--- src/rtl/cpu_hazard_pkg.sv ---
// Shared definitions for the ID-stage hazard controller and the EX-stage
// forwarding logic: controller state encoding, register index width and the
// default hardwired-zero register index.
package cpu_hazard_pkg;

    localparam int REG_IDX_W = 5;

    localparam logic [REG_IDX_W-1:0] ZERO_REG_DEFAULT = '0;

    typedef enum logic {
        RUN   = 1'b0,
        STALL = 1'b1
    } hz_state_e;

endpackage

--- src/rtl/sat_counter.sv ---
// Saturating up-counter used for performance statistics.
//   clk   : clock, rising edge
//   arst  : asynchronous active-high reset, clears count
//   inc   : add one this cycle (ignored once the counter is full)
//   count : current value, sticks at all-ones
module sat_counter #(
    parameter int W = 32
) (
    input  logic         clk,
    input  logic         arst,
    input  logic         inc,
    output logic [W-1:0] count
);

    logic [W-1:0] count_q;
    logic [W-1:0] count_d;

    always_comb begin
        count_d = count_q;
        if (inc && (count_q != '1)) begin
            count_d = count_q + 1'b1;
        end
    end

    always_ff @(posedge clk or posedge arst) begin
        if (arst) begin
            count_q <= '0;
        end else begin
            count_q <= count_d;
        end
    end

    assign count = count_q;

endmodule

--- src/rtl/hazard_detection_unit.sv ---
// ID-stage hazard controller.
// Detects load-use hazards that forwarding cannot cover and stalls PC/IF-ID
// while bubbling ID/EX for LOAD_USE_STALLS cycles; squashes IF/ID and ID/EX on
// a taken branch resolved in EX. Counts bubble cycles and flush events.
//   clk, arst              : clock / async active-high reset
//   enable                 : global pipeline advance (low freezes everything)
//   register_rs1/rs2_IFID  : sources of the ID instruction, uses_rs2_IFID qualifies rs2
//   register_rd_IDEX       : destination of the EX instruction, memread_IDEX = it is a load
//   branch_taken_EX        : taken branch resolved in EX this cycle
//   pc_write, ifid_write   : load enables for PC and IF/ID
//   idex_bubble            : zero ID/EX control fields
//   ifid_flush             : clear IF/ID to NOP
//   stall_cycles           : saturating count of bubble cycles
//   flush_events           : saturating count of taken-branch flushes
module hazard_detection_unit
    import cpu_hazard_pkg::*;
#(
    parameter int                   LOAD_USE_STALLS = 1,
    parameter logic [REG_IDX_W-1:0] ZERO_REG        = ZERO_REG_DEFAULT,
    parameter int                   CNT_W           = 32
) (
    input  logic                 clk,
    input  logic                 arst,
    input  logic                 enable,
    input  logic [REG_IDX_W-1:0] register_rs1_IFID,
    input  logic [REG_IDX_W-1:0] register_rs2_IFID,
    input  logic                 uses_rs2_IFID,
    input  logic [REG_IDX_W-1:0] register_rd_IDEX,
    input  logic                 memread_IDEX,
    input  logic                 branch_taken_EX,
    output logic                 pc_write,
    output logic                 ifid_write,
    output logic                 idex_bubble,
    output logic                 ifid_flush,
    output logic [CNT_W-1:0]     stall_cycles,
    output logic [CNT_W-1:0]     flush_events
);

    // The first bubble is issued from RUN, so STALL covers the remaining ones.
    localparam logic [2:0] REM_INIT = 3'(LOAD_USE_STALLS - 1);
    localparam bit         MULTI    = (LOAD_USE_STALLS > 1);

    hz_state_e  state_q, state_d;
    logic [2:0] rem_q, rem_d;
    logic       hz;
    logic       stall_inc;
    logic       flush_inc;

    assign hz = memread_IDEX
              & (register_rd_IDEX != ZERO_REG)
              & ((register_rd_IDEX == register_rs1_IFID)
                 | (uses_rs2_IFID & (register_rd_IDEX == register_rs2_IFID)));

    always_comb begin
        state_d     = state_q;
        rem_d       = rem_q;
        pc_write    = 1'b1;
        ifid_write  = 1'b1;
        idex_bubble = 1'b0;
        ifid_flush  = 1'b0;
        stall_inc   = 1'b0;
        flush_inc   = 1'b0;

        if (arst) begin
            // Outputs pinned to the free-running pattern while in reset.
        end else if (!enable) begin
            pc_write   = 1'b0;
            ifid_write = 1'b0;
        end else if (branch_taken_EX) begin
            // Branch wins over any hazard or pending stall.
            ifid_flush  = 1'b1;
            idex_bubble = 1'b1;
            state_d     = RUN;
            rem_d       = '0;
            flush_inc   = 1'b1;
        end else if (state_q == STALL) begin
            // Hazard is not re-evaluated: the load is still in flight.
            pc_write    = 1'b0;
            ifid_write  = 1'b0;
            idex_bubble = 1'b1;
            stall_inc   = 1'b1;
            if (rem_q <= 3'd1) begin
                state_d = RUN;
                rem_d   = '0;
            end else begin
                rem_d = rem_q - 3'd1;
            end
        end else if (hz) begin
            pc_write    = 1'b0;
            ifid_write  = 1'b0;
            idex_bubble = 1'b1;
            stall_inc   = 1'b1;
            if (MULTI) begin
                state_d = STALL;
                rem_d   = REM_INIT;
            end
        end
    end

    always_ff @(posedge clk or posedge arst) begin
        if (arst) begin
            state_q <= RUN;
            rem_q   <= '0;
        end else begin
            state_q <= state_d;
            rem_q   <= rem_d;
        end
    end

    sat_counter #(.W(CNT_W)) u_stall_cnt (
        .clk   (clk),
        .arst  (arst),
        .inc   (stall_inc),
        .count (stall_cycles)
    );

    sat_counter #(.W(CNT_W)) u_flush_cnt (
        .clk   (clk),
        .arst  (arst),
        .inc   (flush_inc),
        .count (flush_events)
    );

endmodule

--- config.mk ---
export PLATFORM = sky130hd
export DESIGN_NAME = hazard_detection_unit
export DESIGN_NICKNAME = d
export VERILOG_FILES = /design/src/rtl/cpu_hazard_pkg.sv /design/src/rtl/sat_counter.sv /design/src/rtl/hazard_detection_unit.sv
export SDC_FILE = /design/constraint.sdc
export NUM_CORES = 1
export LEC_CHECK = 0
export ABC_AREA = 1
export CORE_MARGIN = 2
export CORE_UTILIZATION = 53
export DETAILED_ROUTE_END_ITERATION = 10
export GPL_TIMING_DRIVEN = 0
export HOLD_SLACK_MARGIN = 0.06
export PLACE_DENSITY = 0.8
export SYNTH_ARGS = -nofsm -noshare
export SYNTH_HDL_FRONTEND = slang
export SYNTH_SLANG_ARGS = --single-unit
--- constraint.sdc ---
create_clock -name clk -period 3.1 [get_ports clk]
set_clock_uncertainty 0.05 [all_clocks]
set_input_delay 0.31 -clock clk [delete_from_list [all_inputs] [get_ports clk]]
set_output_delay 0.31 -clock clk [all_outputs]
set_load 0.02 [all_outputs]
After elaboration in Yosys (flattened, before gate mapping):

Index checks and enable logic that the tools add are counted.

* ROM bits: 0
* bits in latches: 0
* logic and storage cells: 45
* register bits after elaboration: 68
* memories: 0
* input bits: 21
* output and inout bits: 68
* memory bits (writable): 0

* bitwise logic cells: 5
* div/mod/pow operators: 0
* $lt $le $gt $ge: 1
* reductions and logical operators: 6
* add/subtract/negate cells: 3
* shift-type cells: 0
* multipliers: 0
* equality and inequality tests: 4
* muxes and demuxes: 22

Operators by type and width (number)
* $add A32 B1 Y32 const B: 2
* $ne A32 B32 Y1 const B: 2
* $mux W1: 19
* $eq A5 B5 Y1: 2
* $mux W3: 3
* $reduce_bool A5 Y1: 1
* $and A1 B1 Y1: 3
* $le A3 B1 Y1 const B: 1
* $reduce_and A3 Y1: 1
* $sub A3 B1 Y3 const B: 1
* $logic_and A1 B1 Y1: 2
* $reduce_and A2 Y1: 1
* $reduce_bool A2 Y1: 1
* $not A1 Y1: 1
* $or A1 B1 Y1: 1

Depth between registers and ports, before layout:

* word-level depth: 10
* depth in mapped cells: 12

Cells and area by module:

Synthesis repeated with hierarchy kept, for this count alone.

* cells, all modules: 810
* area total of the unflattened synthesis: 4982.3 sq um

By module, submodules not included
* sat_counter: cells each 361, times used 2, area an instance 2257.2 sq um
* hazard_detection_unit: cells each 88, times used 1, area an instance 467.9 sq um

Worst setup path after synthesis:

Ideal clock, no wire load.

* kind: input -> output
* from: input arst
* to: output pc_write
* stages on the path: 3
* arrival: 2.889 ns
* path slack: -0.149 ns
* cells stage by stage: inv_1 o21ai_0 buf_4

* longest elaborated chain between the ends: 1

RTL lines
* start: declaration: RTL line hazard_detection_unit.sv:23 `input logic arst,`
* $mux W1
* end: declaration: RTL line hazard_detection_unit.sv:31 `output logic pc_write,`

Every way passes these cells.

Worst setup path in the final report:

* from: input register_rd_IDEX[4]
* to: output pc_write

* longest elaborated chain between the ends: 9
* elaborated cells between the ends (all ways): 12
* those cells by class: 2 x eq/ne; 5 x mux; 4 x bitwise; 1 x reduce/logical

RTL lines
* start: declaration: RTL line hazard_detection_unit.sv:28 `input logic [REG_IDX_W-1:0] register_rd_IDEX,`
* $eq A5 B5 Y1: RTL line hazard_detection_unit.sv:52 `| (uses_rs2_IFID & (register_rd_IDEX == register_rs2_IFID)));`
* $and A1 B1 Y1: RTL line hazard_detection_unit.sv:52
* $or A1 B1 Y1: RTL line hazard_detection_unit.sv:52
* $and A1 B1 Y1 *: RTL line hazard_detection_unit.sv:51 `& ((register_rd_IDEX == register_rs1_IFID)`
* $mux W1 *: RTL line hazard_detection_unit.sv:88 `end else if (hz) begin`
* $mux W1 *: RTL line hazard_detection_unit.sv:76 `end else if (state_q == STALL) begin`
* $mux W1 *: RTL line hazard_detection_unit.sv:69 `end else if (branch_taken_EX) begin`
* $mux W1 *: RTL line hazard_detection_unit.sv:66 `end else if (!enable) begin`
* $mux W1 *: RTL line hazard_detection_unit.sv:64 `if (arst) begin`

Every way passes the cells marked *; elsewhere a longest branch is shown, timed or not.

==> metrics.txt <==
# TYPE chip_impl_metric gauge
chip_impl_metric{name="place_ws",unit="ns"} 0.1752
chip_impl_info{name="critical_path.startpoint_type",value="input pin"} 1
chip_impl_metric{name="chipWidth",unit="um"} 97.73
chip_impl_metric{name="min_period_over_period",unit=""} 0.9242
chip_impl_info{name="rsz0062_at_grt",value="no"} 1
chip_impl_metric{name="synth_cells",unit=""} 677
chip_impl_metric{name="dpl.hpwl",unit="um"} 10170
chip_impl_info{name="tritoncts",value="done"} 1
chip_impl_metric{name="yosys.cell_types.count",unit=""} 33
chip_impl_metric{name="numPlacedInstances",unit=""} 874
chip_impl_metric{name="rr_worst_depth",unit=""} 9
chip_impl_metric{name="numCtsBuffers",unit=""} 9
chip_impl_metric{name="drv_cap",unit=""} 0
chip_impl_metric{name="leakage_power",unit="nW"} 2.733
chip_impl_metric{name="max_slew.worst_pin.slew",unit="ns"} 0.7175
chip_impl_info{name="slowest_stage",value="clkdlybuf4s50_1"} 1
chip_impl_metric{name="setup_slack",unit="ns"} 0.2350
chip_impl_info{name="worstSetupEndpointType",value="output port"} 1
chip_impl_info{name="top_area_cells_in_the_synthesized_netlist",value="dfrtp_1 37%, nand2_1 21%, nand4_1 6.2%, xor2_1 6.0%, inv_1 5.1%"} 1
chip_impl_metric{name="design.portCount",unit=""} 89
chip_impl_metric{name="floorplan.rows",unit=""} 34
chip_impl_metric{name="die_h",unit="um"} 97.73
chip_impl_metric{name="worst-endpoint-required",unit="ns"} 2.74
chip_impl_metric{name="syn-cell-area",unit="sq um"} 4656
chip_impl_metric{name="globalRouteOverflowTotal",unit=""} 0
chip_impl_metric{name="number_of_design_rule_violations_left_by_the_first_detailed_router_iteration",unit=""} 294
chip_impl_metric{name="viasPerCell",unit=""} 5.391
chip_impl_metric{name="report.final.hold_viol_count",unit=""} 0
chip_impl_info{name="rr_startpoint",value="u_stall_cnt.count[0]"} 1
chip_impl_metric{name="cp.arrival",unit="ns"} 2.51
chip_impl_metric{name="fin_hold_ws",unit="ns"} 0.4211
chip_impl_info{name="critPathTopFamily",value="buffers and inverters"} 1
chip_impl_info{name="cts_root_buffer",value="clkbuf_8"} 1
chip_impl_info{name="postSynth.topFlopCell",value="dfrtp_1"} 1
chip_impl_metric{name="dr_total_vias",unit=""} 4798
chip_impl_metric{name="dpl_cell_area",unit="sq um"} 5695
chip_impl_metric{name="ff2ff_setup_slack",unit="ns"} 0.96
chip_impl_info{name="origin_of_the_worst_setup_path",value="register_rd_IDEX[4]"} 1
chip_impl_metric{name="post_synth_net_total",unit=""} 701
chip_impl_metric{name="floorplan.die_area",unit="sq um"} 9550
chip_impl_metric{name="tritoncts_num_sinks",unit=""} 68
chip_impl_metric{name="cts_setup_buffers",unit=""} 0
chip_impl_metric{name="timing.setup.tns",unit="ns"} 0
chip_impl_info{name="worstReg2RegEnd",value="u_stall_cnt.count[16]"} 1
chip_impl_metric{name="post_layout_nonfiller_instances",unit=""} 890
chip_impl_metric{name="grt_pass1_vias",unit=""} 4482
chip_impl_metric{name="critPathMaxFanout",unit=""} 6
chip_impl_info{name="worstHoldPathType",value="in2async"} 1
chip_impl_metric{name="finish.instance_area",unit="sq um"} 5879
chip_impl_metric{name="cts-htree-levels",unit=""} 3
chip_impl_metric{name="timing.max_slew.rel_slack",unit=""} 0.5172
chip_impl_metric{name="antenna_found_initial",unit=""} 0
chip_impl_metric{name="post-synth-top-area-fraction",unit=""} 0.3655
chip_impl_metric{name="antennaDiodeCount",unit=""} 0
chip_impl_metric{name="dr.pass1.iters",unit=""} 5
chip_impl_metric{name="finish.net_count",unit=""} 801
chip_impl_metric{name="ctsLongestPathBuffers",unit=""} 2
chip_impl_metric{name="worst_skew_pair.late_latency",unit="ns"} 0.35
chip_impl_metric{name="layout.core_utilization",unit=""} 0.6808
chip_impl_metric{name="wl_per_cell",unit="um"} 14.54
chip_impl_metric{name="delay_contributed_by_the_slowest_stage_of_the_critical_path",unit="ns"} 0.54
chip_impl_metric{name="routed_wl",unit="um"} 12940
chip_impl_info{name="crit_path_frequent_cell",value="nand2_1"} 1
chip_impl_metric{name="synth_seq_area_share",unit=""} 0.3655
chip_impl_metric{name="syn2layout_area_growth",unit="%"} 26.28
chip_impl_metric{name="routabilityCongestion",unit=""} 0.9713
chip_impl_metric{name="timing.final.crit_period",unit="ns"} 2.865
chip_impl_metric{name="drive_gt1_frac",unit=""} 0.08312
chip_impl_metric{name="total_power",unit="mW"} 2.277
chip_impl_metric{name="grtUsageTotal",unit=""} 0.2819
chip_impl_metric{name="clock.fmax",unit="GHz"} 0.3490
chip_impl_metric{name="port-buffer-count",unit=""} 88
chip_impl_metric{name="drtAntennaViolNets",unit=""} 0
chip_impl_metric{name="async_set_or_reset_register_ratio_after_synthesis",unit=""} 1.000
chip_impl_info{name="timing.setup.critical_path_class",value="in2out"} 1
chip_impl_metric{name="slew_viol_final",unit=""} 0
chip_impl_metric{name="grt_start_max_net_pins",unit=""} 43
chip_impl_info{name="path_cells",value="clkdlybuf4s50_1 -> inv_2 -> nand2_1 -> nand2_1 -> nor2_1 -> nand3_1 -> nand2_1 -> nand2_1 -> a21oi_2 -> o21ai_0 -> buf_4 -> clkdlybuf4s50_1"} 1
chip_impl_metric{name="ys_warn_count",unit=""} 0
chip_impl_info{name="run_status",value="finished, final reports clean"} 1
chip_impl_metric{name="core_area",unit="sq um"} 8636
chip_impl_metric{name="effective_utilization_at_floorplan",unit=""} 0.5391
chip_impl_info{name="yosysTopAreaCell",value="dfrtp_1"} 1
chip_impl_metric{name="clk_pin_slew_worst_paths",unit="ns"} 0.08
chip_impl_metric{name="power_density",unit="nW/um^2"} 387.2
chip_impl_metric{name="critical_path.n_buffers_inverters",unit=""} 4
chip_impl_metric{name="ys_ff_latch",unit=""} 68
chip_impl_metric{name="report.final.setup_viol",unit=""} 0
chip_impl_metric{name="remaining_design_rule_violation_count",unit=""} 0
chip_impl_metric{name="holdBufCountCts",unit=""} 0
chip_impl_metric{name="synth-edff-count",unit=""} 0
chip_impl_metric{name="post_cts_resized",unit=""} 0
chip_impl_metric{name="vdd_drop_max",unit="mV"} 0.2183
chip_impl_metric{name="grt_pass1_wl",unit="um"} 21940
chip_impl_metric{name="filler_cell_count",unit=""} 787
chip_impl_metric{name="syn_area_per_cell",unit="sq um"} 6.877
[how the worst max path moves through the flow]
stage,endpoint,slack (ns),depth (start not counted)
final,pc_write,0.23,12
after global routing,pc_write,0.03,5
after CTS,pc_write,0.18,5
after detailed placement,pc_write,0.18,5
after global placement,pc_write,-0.66,5
after floorplan,pc_write,0.60,3
[flip-flops by register name, indices dropped and copies added, names as in the netlist]
| signal | count |
|---|---|
| u_flush_cnt.count | 32 |
| state_q | 1 |
| u_stall_cnt.count | 32 |
| rem_q | 3 |
[where the power goes]
part / leakage [nW] / internal [mW] / switching (mW)
registers: 0.907 / 0.958 / 0.0820
clock network: 0.0931 / 0.368 / 0.356
logic: 1.73 / 0.215 / 0.296
total: 2.73 / 1.54 / 0.734
[placed cells by master (no fill, tap or decap), drive strengths merged]
cell type      synthesis  final
a21oi                  4      4
a31oi                  2      2
and3                   1      1
buf                   18     19
bufinv                 0      1
clkbuf                 0     11
clkdlybuf4s50          0     88
clkinv                 0      3
clkinvlp               0      2
dfrtp                 68     68
ha                     3      3
inv                   72     71
nand2                266    266
nand3                 26     26
nand3b                 4      4
nand4                 47     47
nor2                  72     72
nor3                  29     29
nor3b                  1      1
nor4                   2      2
o21ai                 12     12
o31ai                  1      1
xnor2                 16     16
xor2                  33     33
[cell usage after synthesis (2+ instances only)]
cell type / n
a21oi_1: 3
a31oi_1: 2
buf_1: 3
buf_2: 9
buf_4: 2
buf_6: 4
dfrtp_1: 68
ha_1: 3
inv_1: 63
inv_2: 9
nand2_1: 260
nand2_2: 6
nand3_1: 24
nand3_2: 2
nand3b_1: 4
nand4_1: 46
nor2_1: 63
nor2_2: 7
nor2_4: 2
nor3_1: 24
nor3_2: 4
nor4_1: 2
o21ai_0: 7
o21ai_1: 5
xnor2_1: 16
xor2_1: 32
[metal layers]
| metal | up-vias | track usage | share of wire |
|---|---|---|---|
| li1 | 2352 | - | - |
| met1 | 2271 | 0.4220 | 0.47 |
| met2 | 153 | 0.4260 | 0.45 |
| met3 | 22 | 0.03741 | 0.057 |
| met4 | 0 | 0.09081 | 0.021 |
| met5 | - | 0 | 0 |
[cells by family (layout without fill, tap and decap cells)]
kind of cell | Yosys count | after routing | synth area share
compound gates | 19 | 19 | 0.02230
xor+xnor | 49 | 49 | 0.09379
fa+ha+maj | 3 | 3 | 0.008063
buf+inv | 90 | 195 | 0.08304
flops | 68 | 68 | 0.3655
simple gates | 448 | 448 | 0.4273
[area by class of cell]
cell class | count | area [sq um] | area share
timing repair buffer | 89 | 900.9 | 0.1532
inverter | 72 | 274.0 | 0.04661
tap | 108 | 135.1 | 0.02298
clock buffer | 11 | 131.4 | 0.02235
sequential | 68 | 1702 | 0.2894
clock inverter | 5 | 52.55 | 0.008938
multi-input combinational | 519 | 2567 | 0.4367
buffer | 18 | 116.4 | 0.01979
Note: power is estimated with default switching activity, not from simulation.
